==> src/rtl/max_pool2d_stream_ctrl_if.sv <==
// rtl/max_pool2d_stream_ctrl_if.sv - control, pixel-in and pooled-out handshake bundle for max_pool2d_stream_ctrl
interface max_pool2d_stream_ctrl_if #(
    parameter int WIDTH = 16
);
    logic                    start;
    logic                    busy;
    logic                    done;
    logic                    in_valid;
    logic                    in_ready;
    logic signed [WIDTH-1:0] in_data;
    logic                    out_valid;
    logic                    out_ready;
    logic signed [WIDTH-1:0] out_data;
    logic                    out_last;

    modport master (
        output start, in_valid, in_data, out_ready,
        input  busy, done, in_ready, out_valid, out_data, out_last
    );

    modport slave (
        input  start, in_valid, in_data, out_ready,
        output busy, done, in_ready, out_valid, out_data, out_last
    );
endinterface

==> src/rtl/max_pool2d_stream_ctrl.sv <==
// rtl/max_pool2d_stream_ctrl.sv - KxK stride-K max-pool frame sequencer with line buffers; MAXPOOL_RELU_EN fuses a ReLU clamp
module max_pool2d #(
    parameter int K     = 2,
    parameter int WIDTH = 16
) (
    input  logic [K*K*WIDTH-1:0] window,
    output logic signed [WIDTH-1:0] out_max
);
    // Strict greater-than so ties keep the earliest element.
    always_comb begin
        out_max = $signed(window[WIDTH-1:0]);
        for (int i = 1; i < K*K; i++) begin
            if ($signed(window[i*WIDTH +: WIDTH]) > out_max) begin
                out_max = $signed(window[i*WIDTH +: WIDTH]);
            end
        end
    end
endmodule

module max_pool2d_stream_ctrl #(
    parameter int K     = 2,
    parameter int WIDTH = 16,
    parameter int IMG_W = 8,
    parameter int IMG_H = 4
) (
    input  logic                   clk,
    input  logic                   rst_n,
    max_pool2d_stream_ctrl_if.slave s
);
    localparam int CW  = (IMG_W > 1) ? $clog2(IMG_W) : 1;
    localparam int RHW = (IMG_H > 1) ? $clog2(IMG_H) : 1;
    localparam int KW  = $clog2(K);

    if ((IMG_W % K) != 0 || (IMG_H % K) != 0) begin : g_bad_cfg
        $error("max_pool2d_stream_ctrl: IMG_W and IMG_H must be multiples of K");
    end

    typedef enum logic [1:0] {IDLE, RUN, DRAIN} state_t;

    state_t                  state_q, state_d;
    logic [RHW-1:0]          row_q, row_d;
    logic [CW-1:0]           col_q, col_d;
    logic [KW-1:0]           wrow_q, wrow_d, wcol_q, wcol_d;
    logic                    busy_q, busy_d, done_q, done_d;
    logic                    out_valid_q, out_valid_d, out_last_q, out_last_d;
    logic signed [WIDTH-1:0] out_data_q, out_data_d;
    logic signed [WIDTH-1:0] lb_q [K-1][IMG_W];
    logic signed [WIDTH-1:0] lb_d [K-1][IMG_W];
    logic signed [WIDTH-1:0] sr_q [K-1];
    logic signed [WIDTH-1:0] sr_d [K-1];

    logic [K*K*WIDTH-1:0]    window;
    logic signed [WIDTH-1:0] max_val, pooled;
    logic                    in_ready, accept, last_row_phase, win_done, last_px;

    assign in_ready       = (state_q == RUN) && !(out_valid_q && !s.out_ready);
    assign accept         = s.in_valid && in_ready;
    assign last_row_phase = (wrow_q == KW'(K-1));
    assign win_done       = last_row_phase && (wcol_q == KW'(K-1));
    assign last_px        = (row_q == RHW'(IMG_H-1)) && (col_q == CW'(IMG_W-1));

    // Window rows 0..K-2 come from the line buffer, the last row from the shift register plus the live pixel.
    for (genvar wr = 0; wr < K; wr++) begin : g_wr
        for (genvar wc = 0; wc < K; wc++) begin : g_wc
            if (wr < K-1) begin : g_lb
                assign window[(wr*K+wc)*WIDTH +: WIDTH] = lb_q[wr][col_q - CW'(K-1-wc)];
            end else if (wc < K-1) begin : g_sr
                assign window[(wr*K+wc)*WIDTH +: WIDTH] = sr_q[wc];
            end else begin : g_px
                assign window[(wr*K+wc)*WIDTH +: WIDTH] = s.in_data;
            end
        end
    end

    max_pool2d #(.K(K), .WIDTH(WIDTH)) u_pool (
        .window  (window),
        .out_max (max_val)
    );

`ifdef MAXPOOL_RELU_EN
    assign pooled = max_val[WIDTH-1] ? '0 : max_val;
`else
    assign pooled = max_val;
`endif

    always_comb begin
        state_d     = state_q;
        row_d       = row_q;
        col_d       = col_q;
        wrow_d      = wrow_q;
        wcol_d      = wcol_q;
        busy_d      = busy_q;
        done_d      = 1'b0;
        out_valid_d = out_valid_q;
        out_last_d  = out_last_q;
        out_data_d  = out_data_q;
        lb_d        = lb_q;
        sr_d        = sr_q;

        case (state_q)
            IDLE: if (s.start) begin
                state_d = RUN;
                busy_d  = 1'b1;
                row_d   = '0;
                col_d   = '0;
                wrow_d  = '0;
                wcol_d  = '0;
            end
            RUN: if (accept && last_px) state_d = DRAIN;
            DRAIN: if (!out_valid_q || s.out_ready) begin
                state_d = IDLE;
                busy_d  = 1'b0;
                done_d  = 1'b1;
            end
            default: state_d = IDLE;
        endcase

        if (accept) begin
            if (!last_row_phase) begin
                for (int r = 0; r < K-1; r++) begin
                    if (wrow_q == KW'(r)) lb_d[r][col_q] = s.in_data;
                end
            end else if (!win_done) begin
                for (int j = 0; j < K-2; j++) sr_d[j] = sr_q[j+1];
                sr_d[K-2] = s.in_data;
            end
            if (col_q == CW'(IMG_W-1)) begin
                col_d  = '0;
                wcol_d = '0;
                row_d  = (row_q == RHW'(IMG_H-1)) ? '0 : row_q + 1'b1;
                wrow_d = last_row_phase ? '0 : wrow_q + 1'b1;
            end else begin
                col_d  = col_q + 1'b1;
                wcol_d = (wcol_q == KW'(K-1)) ? '0 : wcol_q + 1'b1;
            end
        end

        if (accept && win_done) begin
            out_valid_d = 1'b1;
            out_data_d  = pooled;
            out_last_d  = last_px;
        end else if (out_valid_q && s.out_ready) begin
            out_valid_d = 1'b0;
            out_last_d  = 1'b0;
        end
    end

    always_ff @(posedge clk) begin
        if (!rst_n) begin
            state_q     <= IDLE;
            row_q       <= '0;
            col_q       <= '0;
            wrow_q      <= '0;
            wcol_q      <= '0;
            busy_q      <= 1'b0;
            done_q      <= 1'b0;
            out_valid_q <= 1'b0;
            out_last_q  <= 1'b0;
            out_data_q  <= '0;
        end else begin
            state_q     <= state_d;
            row_q       <= row_d;
            col_q       <= col_d;
            wrow_q      <= wrow_d;
            wcol_q      <= wcol_d;
            busy_q      <= busy_d;
            done_q      <= done_d;
            out_valid_q <= out_valid_d;
            out_last_q  <= out_last_d;
            out_data_q  <= out_data_d;
        end
    end

    always_ff @(posedge clk) begin
        lb_q <= lb_d;
        sr_q <= sr_d;
    end

    assign s.busy      = busy_q;
    assign s.done      = done_q;
    assign s.in_ready  = in_ready;
    assign s.out_valid = out_valid_q;
    assign s.out_data  = out_data_q;
    assign s.out_last  = out_last_q;
endmodule

==> src/flat_wrapper.sv <==
// flat-port wrapper written by rule: the top's interface ports become plain ports
module max_pool2d_stream_ctrl_flat 
#(
    parameter int K     = 2,
    parameter int WIDTH = 16,
    parameter int IMG_W = 8,
    parameter int IMG_H = 4
)
  (clk, rst_n, s_start, s_in_valid, s_in_data, s_out_ready, s_busy, s_done, s_in_ready, s_out_valid, s_out_data, s_out_last);
  max_pool2d_stream_ctrl_if #(.WIDTH(WIDTH)) s_i ();
  input  logic clk;
  input  logic rst_n;
  input wire logic [$bits(s_i.start)-1:0] s_start;
  input wire logic [$bits(s_i.in_valid)-1:0] s_in_valid;
  input wire logic [$bits(s_i.in_data)-1:0] s_in_data;
  input wire logic [$bits(s_i.out_ready)-1:0] s_out_ready;
  output wire logic [$bits(s_i.busy)-1:0] s_busy;
  output wire logic [$bits(s_i.done)-1:0] s_done;
  output wire logic [$bits(s_i.in_ready)-1:0] s_in_ready;
  output wire logic [$bits(s_i.out_valid)-1:0] s_out_valid;
  output wire logic [$bits(s_i.out_data)-1:0] s_out_data;
  output wire logic [$bits(s_i.out_last)-1:0] s_out_last;
  assign s_i.start = s_start;
  assign s_i.in_valid = s_in_valid;
  assign s_i.in_data = s_in_data;
  assign s_i.out_ready = s_out_ready;
  assign s_busy = s_i.busy;
  assign s_done = s_i.done;
  assign s_in_ready = s_i.in_ready;
  assign s_out_valid = s_i.out_valid;
  assign s_out_data = s_i.out_data;
  assign s_out_last = s_i.out_last;
  max_pool2d_stream_ctrl #(.K(K), .WIDTH(WIDTH), .IMG_W(IMG_W), .IMG_H(IMG_H)) u_core (.clk(clk), .rst_n(rst_n), .s(s_i));
endmodule
==> config.mk <==
export PLATFORM = sky130hd
export DESIGN_NAME = max_pool2d_stream_ctrl_flat
export DESIGN_NICKNAME = d
export VERILOG_FILES = /design/src/rtl/max_pool2d_stream_ctrl_if.sv /design/src/rtl/max_pool2d_stream_ctrl.sv /design/src/flat_wrapper.sv
export SDC_FILE = /design/constraint.sdc
export NUM_CORES = 1
export LEC_CHECK = 0
export BUFFER_PORTS_ARGS = -buffer_cell sky130_fd_sc_hd__buf_4
export CAP_MARGIN = 40
export CELL_PAD_IN_SITES_DETAIL_PLACEMENT = 0
export CELL_PAD_IN_SITES_GLOBAL_PLACEMENT = 2
export CORE_UTILIZATION = 44
export DETAILED_ROUTE_END_ITERATION = 8
export MAX_ROUTING_LAYER = met4
export PLACE_DENSITY = 0.84
export SYNTH_ARGS = -nofsm -noshare
export SYNTH_HDL_FRONTEND = slang
export SYNTH_SLANG_ARGS = --single-unit
==> constraint.sdc <==
create_clock -name clk -period 10.8 [get_ports clk]
set_clock_uncertainty 0.1 [all_clocks]
set_input_delay 0 -clock clk [delete_from_list [all_inputs] [get_ports clk]]
set_output_delay 0 -clock clk [all_outputs]
set_load 0.03 [all_outputs]
; ---- Word level (Yosys, flattened, before mapping)
; Index checks and enable logic that the tools add are counted.
[word_totals]
ff_bits = 173
latchBits = 0
ramBits = 0
mem_bits_ro = 0
input_bits = 21
out_inout_bits = 21
elab_cells = 107
n_memories = 0
[classes]
add_sub_neg = 5
multipliers = 0
n_div = 0
magnitude_cmp = 6
n_eq_ne = 7
shifts = 0
n_mux = 42
bitwise_logic = 4
reduce_logical = 24
[op_table]
columns = operator, n
row1 = bitwise mux 128 bit, 1
row2 = two-way mux 16 bit, 8
row3 = binary-select mux 16 bit (select 3 bit), 2
row4 = demux 16 bit (select 3 bit), 1
row5 = > comparator 16 bit, 3
row6 = two-way mux 1 bit, 16
row7 = two-way mux 2 bit, 8
row8 = two-way mux 3 bit, 4
row9 = logical AND 1 bit, 9
row10 = AND reduction 3 bit, 3
row11 = ">= comparator 4 bit, second input constant", 2
row12 = NOT 3 -> 4 bit, 2
row13 = nonzero test 2 bit, 4
row14 = case mux 2 bit (3 select lines), 1
row15 = AND reduction 2 bit, 3
row16 = "equality test 2 bit, second input constant", 2
row17 = "less-than comparator 4 x 1 -> 1 bit, second input constant", 1
row18 = "!= test 2 bit, second input constant", 2
row19 = "adder 3 x 1 -> 3 bit, second input constant", 1
row20 = "equality test 3 bit, second input constant", 1
row21 = logical NOT 1 bit, 3
row22 = "subtractor 3 x 1 -> 3 bit, second input constant", 1
row23 = "adder 1 bit, second input constant", 2
row24 = "adder 2 x 1 -> 2 bit, second input constant", 1
row25 = 6 further kinds, 7

; ---- Longest topological paths before layout
; Gate-level depths: netlist (run 1).
[depth]
word_depth = 11
mapped_depth = 44
ltp_nobuf = 33

; ---- Hierarchy
; From an unflattened synthesis (run 1), not the netlist that was laid out.
[hier_totals]
cells_unflattened = 790
hier_area_um2 = 9900.7
[by_module_without_submodules]
columns = mod, n_inst, cells_each, area_per_inst_um2, seq_area_each_um2
row1 = max_pool2d_stream_ctrl, 1, 486, 7757.4, 4904.7
row2 = max_pool2d, 1, 304, 2143.3, 0.0

; ---- Least setup slack after synthesis (run 1)
; OpenSTA, ideal clock, no wires.
[synth_path]
path_type = register to register
startpoint = register u_core.col_q[0]
endpoint = register u_core.out_data_q[10] (netlist: u_core.s.out_data[10])
setup_ns = 0.070
t_arrival_ns = 9.702
required_ns = 10.630
setup_slack_ns = 0.928
path_stages_with_launch = 44
path_buffers = 10
period_less_slack_ns = 9.872
path_cell_list = dfxtp_1 > clkbuf_1 > buf_2 > buf_1 > inv_1 > ha_1 > clkbuf_1 > clkbuf_1 > buf_1 > mux4_2 > mux2_2 > inv_1 > ha_1 > and2_1 > o21a_1 > o21a_1 > o31a_1 > nor3_1 > [... 8 more ...] > a211oi_2 > clkbuf_1 > mux2i_1 > a32oi_1 > nand3_1 > ha_1 > nand3_1 > o221ai_1 > a21o_1 > a21o_1 > a21o_1 > a21oi_1 > o311ai_0 > and2_1 > clkbuf_1 > clkbuf_1 > a21oi_1 > a21oi_1
[synth_between]
elab_chain_cells = 11
word_cells_on_any_way = 15
classes_between = add/sub (1) / order compare (3) / mux (9) / bitwise (2)
[synth_lines]
columns = element, line_no
row1 = start: declaration, max_pool2d_stream_ctrl.sv:42  ; logic [CW-1:0] col_q, col_d;
row2 = start signal: assignment, max_pool2d_stream_ctrl.sv:163  ; col_q <= col_d;
row3 = subtractor 3 x 1 -> 3 bit, max_pool2d_stream_ctrl.sv:66  ; assign window[(wr*K+wc)*WIDTH +: WIDTH] = lb_q[wr][col_q - CW'(K-1-wc)];
row4 = NOT 3 -> 4 bit (not written as such), max_pool2d_stream_ctrl.sv:66
row5 = binary-select mux 16 bit (select 3 bit), max_pool2d_stream_ctrl.sv:66
row6 = two-way mux 16 bit (not written as such) (2 in series), max_pool2d_stream_ctrl.sv:66
row7 = > comparator 16 bit, max_pool2d_stream_ctrl.sv:13  ; if ($signed(window[i*WIDTH +: WIDTH]) > out_max) begin
row8 = two-way mux 16 bit *, max_pool2d_stream_ctrl.sv:13
row9 = > comparator 16 bit, max_pool2d_stream_ctrl.sv:13
row10 = two-way mux 16 bit *, max_pool2d_stream_ctrl.sv:13
row11 = > comparator 16 bit, max_pool2d_stream_ctrl.sv:13
row12 = two-way mux 16 bit *, max_pool2d_stream_ctrl.sv:13
row13 = end signal: assignment, max_pool2d_stream_ctrl.sv:170  ; out_data_q <= out_data_d;
row14 = end: declaration, max_pool2d_stream_ctrl.sv:46  ; logic signed [WIDTH-1:0] out_data_q, out_data_d;
; Every way passes the cells marked *; elsewhere a longest branch is shown, timed or not. The select of a mux whose other input is x is not followed.
; A chain may end at the register's enable or synchronous reset.

; ---- Worst setup path in the final report (run 1)
[layout_path]
startpoint = register u_core.col_q[0]
endpoint = register u_core.out_data_q[12] (netlist: u_core.s.out_data[12])
; Same word-level chain as after synthesis.

==> summary by stage, run 1 <==
Power
The internal power of the cells totals 1.191 mW. The analysis attributes to cell leakage a power of 4.125 nW. The total power is 1.710 mW. IR analysis of the VDD net gives a maximum drop of 0.1042 mV. The fraction of power consumed by the clock network is 0.355. The part of the total power dissipated in sequential elements is 0.426. The share of total power dissipated in combinational logic is 0.219.

Of the total power, the share spent switching nets is 0.3036. The switching power is 0.5190 mW. The power density over the cells is 151.4 mW/mm^2.

CTS
The total CTS buffers is 17. The largest buffer count on any clock path is 2. The worst-skew pair later-pin latency is 0.43 ns. The total number of clock tree sinks is 173.

The root buffer selected by CTS is clkbuf_16. The number of H-tree branching levels is 4. The setup fix buffers added after clock tree synthesis is 0.

The CTS tree is done. The clock-pin slew on the worst setup and hold paths is about 0.080 ns.

Synth
The cell area after synthesis is between 0.009 and 0.01 sq mm. The distinct cell type count of the synthesized netlist is 63. By area the synthesized netlist is led by edfxtp_1 44%, mux4_2 15%, ha_1 6.4%, dfxtp_1 5.9%, o211ai_1 3.1%. The Yosys step of the flow raised 0 warnings. Ranked by instance count, the synthesized netlist is headed by 144 x edfxtp_1, 64 x mux4_2, 56 x inv_1. The cell type with the largest total area after synthesis is edfxtp_1. The sequential area share after synthesis is 0.5004. The average footprint of a synthesized cell is about 13 sq um. The most used flip-flop cell after synthesis is edfxtp_1. The share of synthesized area in the top cell type comes to 0.4412. The synthesized netlist cell count is 750.

The async set or reset register ratio after synthesis is 0. In this run, synthesis inferred 144 flip-flops with an integrated enable. The most common cell in the synthesized netlist is edfxtp_1. Counting flops and latches in the post-synthesis netlist gives 173. The net count after synthesis is 821.

Min path
The worst hold path terminates at u_core.sr_q[5]$_DFFE_PP_. The type of the most critical hold path is input pin to flip-flop. The startpoint identified for the worst hold timing path is s_in_data[5]. Along the worst hold path, the cell count comes to 2.

Setup path
The cell occurring most often along the worst timing path is a21o_1. For the worst flop-to-flop path, the logic depth is 33. The critical path capture point type is a flip-flop. The end of the worst register-to-register path is u_core.s.out_data[12]$_SDFFE_PN0P_.

In this design, the stage delay of the slowest critical-path cell is ~0.78 ns. The critical path starts at u_core.col_q[0]$_SDFFE_PN0P_. The setup path with the least slack is of type flip-flop to flip-flop. The biggest fanout along the worst timing path is 36. The critical path buffer and inverter count is 4. The arrival time at the worst endpoint is a little over 10 ns.

The startpoint identified for the worst register-to-register timing path is u_core.col_q[0]$_SDFFE_PN0P_. STA classifies the critical path startpoint as a flip-flop. The cell family contributing the most delay on the critical path is compound AO/OA/AOI/OAI gates.

Across all register-to-register paths, the minimum setup slack is 0.79 ns. For this design, the slowest cell found on the critical path is nor4bb_1. The required time at the worst-slack endpoint is about 11 ns.

Global routing
The via count of the first global-routing pass is 6967. The first global-routing pass estimated between 40 and 50 mm of wire. The number of antenna violations at the first check in global routing was 0.

Entering global routing, the biggest net connects 37 pins. Global routing finished with a remaining overflow of 0. The overall track demand over capacity in global routing is 0.2569.

Detailed routing
The detailed router placed 6874 vias in this run. Wires add up to between 20 and 30 mm. For this block, the initial DRC count from the detailed router was 627.

For this run, the detailed router's first-pass iteration total came to 7. The number of DRC violations after detailed routing is 0. The wire length per cell after detailed routing is 24.16 um.

The remaining antenna violation count is 0. The detailed-route vias per instance is 6.232.

Floorplanning
The starting density of the core is 0.4491. The die is 151.3 um tall. The number of standard-cell rows in the floorplan is 54. The die outline width is 151.3 um. For this design the top-level I/O count stands at 42. The area of the placeable core is ~0.022 sq mm. The total die area is around 0.023 sq mm.

STA
The final critical path time including I/O delays and setup is 10.01 ns. The max-slew violation total from the final report came to 0. Setup repair after global routing left no endpoint under its margin. Headroom to the max-slew limit came out at 0.4033.

The final-layout setup total negative slack is 0 ns. In the finished design, the share of the clock period the worst path needs comes to 0.9269. The number of endpoints with negative hold slack in the final report is 0. For the pin with the worst max-slew slack, the measured transition is ~0.9 ns. Timing would allow up to between 90 and 100 MHz. The number of setup violations in the final report is 0.

Finish
The post-route core utilization is 0.5174. Summing all non-filler instances in the final layout gives an area of ~0.011 sq mm. In the final design database the tool counted 881 nets. From synthesis to final layout, the design area changed by 15.20%. The proportion of layout cells with a drive suffix above 1 is 0.2394. The number of antenna diodes in the final layout is 0. After the flow finishes, the layout carries non-filler instances totaling approximately 1100.

Outcome
The run finished with clean final reports.

Place
During placement, the flow inserted port buffers numbering 41. The area of placed instances is 0.01049 sq mm. Including well taps, the total number of placed cells is 1049. Summed over all nets, the half-perimeter wirelength after detailed placement is about 19 mm. The routability-driven placement congestion ratio is 0.8985.

Flow run
Max-cap violations in this run came to 0.
-- kinds of logic (layout without fill, tap and decap cells) --
group | count (synthesis) | after routing | synth area share
DFF | 173 | 173 | 0.5004
and+or+nand+nor | 144 | 144 | 0.07506
adders and majority gates | 50 | 50 | 0.06382
buffers and inverters | 100 | 173 | 0.04046
muxes | 108 | 108 | 0.1953
AOI/OAI and AO/OA | 174 | 174 | 0.1241
xor gates and xnor gates | 1 | 1 | 0.0008937
-- final cells by class --
class                           count  area [sq um]
Clock buffer                       19         454.2
Clock inverter                     13         123.9
Fill cell                        1809         10530
Inverter                           56         210.2
Multi-Input combinational cell    477          4536
Sequential cell                   173          4908
Tap cell                          280         350.3
Timing Repair Buffer               85         709.4
-- power groups by stage --
| stage | combinational (mW) | sequential [mW] | clock [mW] |
|---|---|---|---|
| final | 0.374 | 0.728 | 0.607 |
| after global routing | 0.412 | 0.728 | 0.642 |
| after CTS | 0.372 | 0.728 | 0.618 |
| after detailed placement | 0.363 | 0.743 | 0 |
| after global placement | 0.361 | 0.742 | 0 |
| after floorplan | 0.257 | 0.743 | 0 |
-- registers in the layout (all words and copies together), names as in the netlist --
signal,cells
u_core.s.out_data,16
u_core.sr_q,16
u_core.lb_q,128
u_core.last_row_phase,1
u_core.wcol_q,1
u_core.state_q,2
u_core.row_q,2
u_core.col_q,3
u_core.s.out_valid,1
u_core.s.busy,1
u_core.s.done,1
u_core.s.out_last,1
-- worst max-delay path by stage --
stage	to	slack, ns	cells past startpoint
finish	u_core.s.out_data[12]$_SDFFE_PN0P_	0.79	33
CTS	u_core.s.out_data[12]$_SDFFE_PN0P_	0.65	33
global placement	u_core.s.out_data[7]$_SDFFE_PN0P_	0.79	33
global route	u_core.s.out_data[9]$_SDFFE_PN0P_	0.02	33
floorplan	u_core.s.out_data[10]$_SDFFE_PN0P_	0.93	43
detailed placement	u_core.s.out_data[9]$_SDFFE_PN0P_	0.71	33
-- what timing repair did --
action | in CTS | in global routing
hold endpoints to repair | 173 | 0
setup endpoints to repair | 0 | 16
hold buffers | 22 | 0
resized for setup | 0 | 1
-- metrics by stage --
step	hold WS (ns)	setup WS, ns
after floorplan	-0.001131	0.9284
after global placement	0.1796	0.7877
after detailed placement	0.1893	0.7079
after CTS	0.2883	0.6491
after global routing	0.3116	0.01893
final	0.3051	0.7898
-- layer usage --
| layer | wire length, um | GRT usage |
|---|---|---|
| met1 | 11330 | 0.3375 |
| met2 | 13070 | 0.4023 |
| met3 | 1580 | 0.04789 |
| met4 | 662 | 0.08350 |
| met5 | 0 | - |
-- layout by cell type, fill, tap and decap left out, drive strengths merged, types with 3 or more instances in the layout --
cell type / netlist / routed
mux2i: 18 / 18
clkbuf: 28 / 19
a211oi: 3 / 3
o21a: 3 / 3
nor2b: 8 / 8
o31ai: 3 / 3
nand4: 12 / 12
dlygate4sd3: 0 / 22
o21ai: 24 / 24
and2: 6 / 6
a21boi: 4 / 4
mux2: 26 / 26
nor3: 11 / 11
mux4: 64 / 64
buf: 16 / 63
dfxtp: 29 / 29
a31oi: 7 / 7
a21o: 11 / 11
and3: 5 / 5
edfxtp: 144 / 144
a21oi: 42 / 42
nand3: 22 / 22
inv: 56 / 67
ha: 50 / 50
nor2: 19 / 19
o2111ai: 14 / 14
nand2: 45 / 45
nor4: 3 / 3
o211ai: 41 / 41
Note: power is estimated with default switching activity, not from simulation.
==> run 2, diff against run 1 <==
--- a/config.mk
+++ b/config.mk
@@ -9,6 +9,7 @@
 export CAP_MARGIN = 40
 export CELL_PAD_IN_SITES_DETAIL_PLACEMENT = 0
 export CELL_PAD_IN_SITES_GLOBAL_PLACEMENT = 2
+export CORE_ASPECT_RATIO = 0.8
 export CORE_UTILIZATION = 44
 export DETAILED_ROUTE_END_ITERATION = 8
 export MAX_ROUTING_LAYER = met4
==> summary by stage, run 2 (synthesis results as in run 1) <==
Outcome
Run status: finished clean (unchanged).

Floorplanning
The die extent in y is 135.5 um (was 151.3 um). The starting density of the core is 0.4521 (was 0.4491). The number of standard-cell rows in the floorplan came to 48 (was 54). The count of pins on the block boundary is 42 (unchanged). The total die area was 0.02288 sq mm (about the same). The area of the placeable core is 0.02168 sq mm (was 0.02182 sq mm).

The die outline width came to 168.9 um (was 151.3 um).

Finish
The growth of design area from synthesis to finish was 15.52% (was 15.20%). The number of flip-flops in the largest register is 128 (unchanged). The number of nets in the layout was 881 (unchanged). The most frequent standard cell in the layout excluding fill and tap cells is edfxtp_1 (unchanged). The register bank with the most flops is u_core.lb_q (unchanged). The proportion of layout cells with a drive suffix above 1 was 0.2430 (was 0.2394).

Top library cells by usage in the layout, fill and taps aside: 144 x edfxtp_1, 64 x mux4_2, 62 x buf_4, 56 x inv_1, 50 x ha_1 (was 144 x edfxtp_1, 64 x mux4_2, 61 x buf_4, 57 x inv_1, 50 x ha_1). The post-route core utilization is 0.5223 (was 0.5174). The number of antenna repair diodes was 0 (unchanged).

CTS
The largest buffer count on any clock path was 2 (unchanged). The CTS tree is done (unchanged). The clock-pin slew on the worst setup and hold paths is 0.08 ns (about the same). The number of H-tree branching levels is 4 (unchanged). The root buffer selected by CTS is clkbuf_16 (unchanged).

The worst-skew pair later-pin latency is 0.43 ns (about the same). The total CTS buffers is 17 (unchanged). The total number of clock tree sinks is 173 (unchanged).

Setup path
The arrival time at the worst endpoint is 10.29 ns (was 10.26 ns). The cell occurring most often along the worst timing path is ha_1 (was a21o_1). The type of origin of the critical path is a flip-flop (unchanged). The critical path capture point type is a flip-flop (unchanged). The critical path buffer and inverter count came to 5 (was 4). The required time at the worst-slack endpoint is 11.06 ns (was 11.05 ns). The peak per-stage delay on the critical path is 0.64 ns (was 0.78 ns). The critical path class is flip-flop to flip-flop (unchanged). The cell family contributing the most delay on the critical path is compound AO/OA/AOI/OAI gates (unchanged). The master of the slowest instance on the critical path is ha_1 (was nor4bb_1). The biggest fanout along the worst timing path is 27 (was 36).

Detailed routing
The detailed-route vias per instance came to 6.068 (was 6.232). The number of DRC violations after detailed routing is 0 (unchanged). The wire length per cell after detailed routing came to 22.05 um (was 24.16 um). The count of vias placed by the detailed router is 6814 (was 6874). The DRC marker count from the first detailed-route iteration was 620 (was 627). The remaining antenna violation count is 0 (unchanged). The iteration count of the initial detailed-routing pass is 5 (was 7). The overall routed net length is 24.76 mm (was 26.65 mm).

STA
The number of endpoints with negative hold slack in the final report was 0 (unchanged). The worst-margin pin slew is 0.7564 ns (was 0.8829 ns). The top achievable clock speed is 99.77 MHz (was 99.90 MHz). RSZ-0062 raised after global routing: false (unchanged). The max-slew violation total from the final report is 0 (unchanged). The relative max-transition margin is 0.4943 (was 0.4033). The final critical path time including I/O delays and setup is 10.02 ns (was 10.01 ns). The number of setup violations in the final report came to 0 (unchanged). The final cycle utilization of the critical path came to 0.9281 (was 0.9269). The final critical-path setup slack came to 0.7766 ns (was 0.7898 ns).

The final-layout setup total negative slack is 0 ns (unchanged).

Global routing
The total congestion overflow was 0 (unchanged). The overall track demand over capacity in global routing is 0.2336 (was 0.2569). The wire length of the first global-routing pass was 38.41 mm (was 41.37 mm). The largest net degree at the start of global routing was 35 (was 37).

The via count of the first global-routing pass is 6640 (was 6967). The number of antenna violations at the first check in global routing is 0 (unchanged).

Place
The HPWL after detailed placement is 17.63 mm (was 18.64 mm). The pre-CTS setup slack is 0.7397 ns (was 0.7079 ns). The number of buffer cells added on primary ports is 41 (unchanged). The routability-driven placement congestion ratio was 0.8990 (was 0.8985).

Power
The worst ir drop on vdd is 0.1078 mV (was 0.1042 mV). The power density over the cells is 150.5 mW/mm^2 (was 151.4 mW/mm^2). The switching power share of the total is 0.3064 (was 0.3036). The total leakage power is 4.123 nW (was 4.125 nW). The part of the power in combinational logic is 0.213 (was 0.219). The switching power came to 0.5222 mW (was 0.5190 mW). The cell internal power dissipation was 1.182 mW (was 1.191 mW). The part of the total power dissipated in sequential elements came to 0.428 (was 0.426). The fraction of power consumed by the clock network is 0.359 (was 0.355).

Flow run
The max-capacitance violation count is 0 (unchanged).

Min path
The type of the most critical hold path is input pin to flip-flop (unchanged).
run 2: path summary, 6_finish.rpt:
kind,to,slack [ns],cells past startpoint,from
worst max-delay path,u_core.s.out_data[11]$_SDFFE_PN0P_,0.78,35,u_core.col_q[0]$_SDFFE_PN0P_
worst min-delay path,u_core.sr_q[8]$_DFFE_PP_,0.29,2,s_in_data[8]
worst max register to register,u_core.s.out_data[11]$_SDFFE_PN0P_,0.78,35,u_core.col_q[0]$_SDFFE_PN0P_
worst min register to register,u_core.s.done$_SDFF_PN0_,0.38,1,u_core.state_q[0]$_SDFFE_PN0P_
run 2: timing repair:
item | 4_1_cts | 5_1_grt
resized for setup | 0 | 2
setup buffers | 0 | 0
endpoints found under the setup margin | 0 | 16
hold buffers | 22 | 0
endpoints found under the hold margin | 173 | 0
run 2: metal layers:
layer | up-vias | GRT usage | share of wire
li1 | 3124 | - | -
met1 | 3456 | 0.3197 | 0.46
met2 | 216 | 0.3664 | 0.48
met3 | 18 | 0.03798 | 0.044
met4 | 0 | 0.05606 | 0.0096
met5 | - | - | 0
run 2: final cells by class:
class	count	area (sq um)
clock buffer	17	425.4
inverter	56	210.2
tap	300	375.4
sequential	173	4908
clock inverter	15	175.2
timing repair buffer	85	696.9
fill	1807	10360
multi-input combinational	477	4532
run 2: power by group through the flow:
| stage | sequential [mW] | combinational (mW) | clock (mW) |
|---|---|---|---|
| finish | 0.730 | 0.363 | 0.611 |
| floorplan | 0.743 | 0.257 | 0 |
| CTS | 0.730 | 0.360 | 0.623 |
| global route | 0.731 | 0.398 | 0.651 |
| global placement | 0.745 | 0.342 | 0 |
| detailed placement | 0.745 | 0.352 | 0 |
run 2: stage by stage:
| stage | power (mW) | hold WS, ns | area, sq um | std cells |
|---|---|---|---|---|
| finish | 1.704 | 0.2937 | 11320 | 1123 |
| global route | 1.780 | 0.2934 | 11320 | 1123 |
| CTS | 1.713 | 0.2699 | 11320 | 1123 |
| detailed placement | 1.097 | 0.1837 | 10500 | 1069 |
| global placement | 1.087 | 0.1789 | 10490 | 1068 |
| floorplan | 1.000 | -0.001131 | 9802 | 750 |
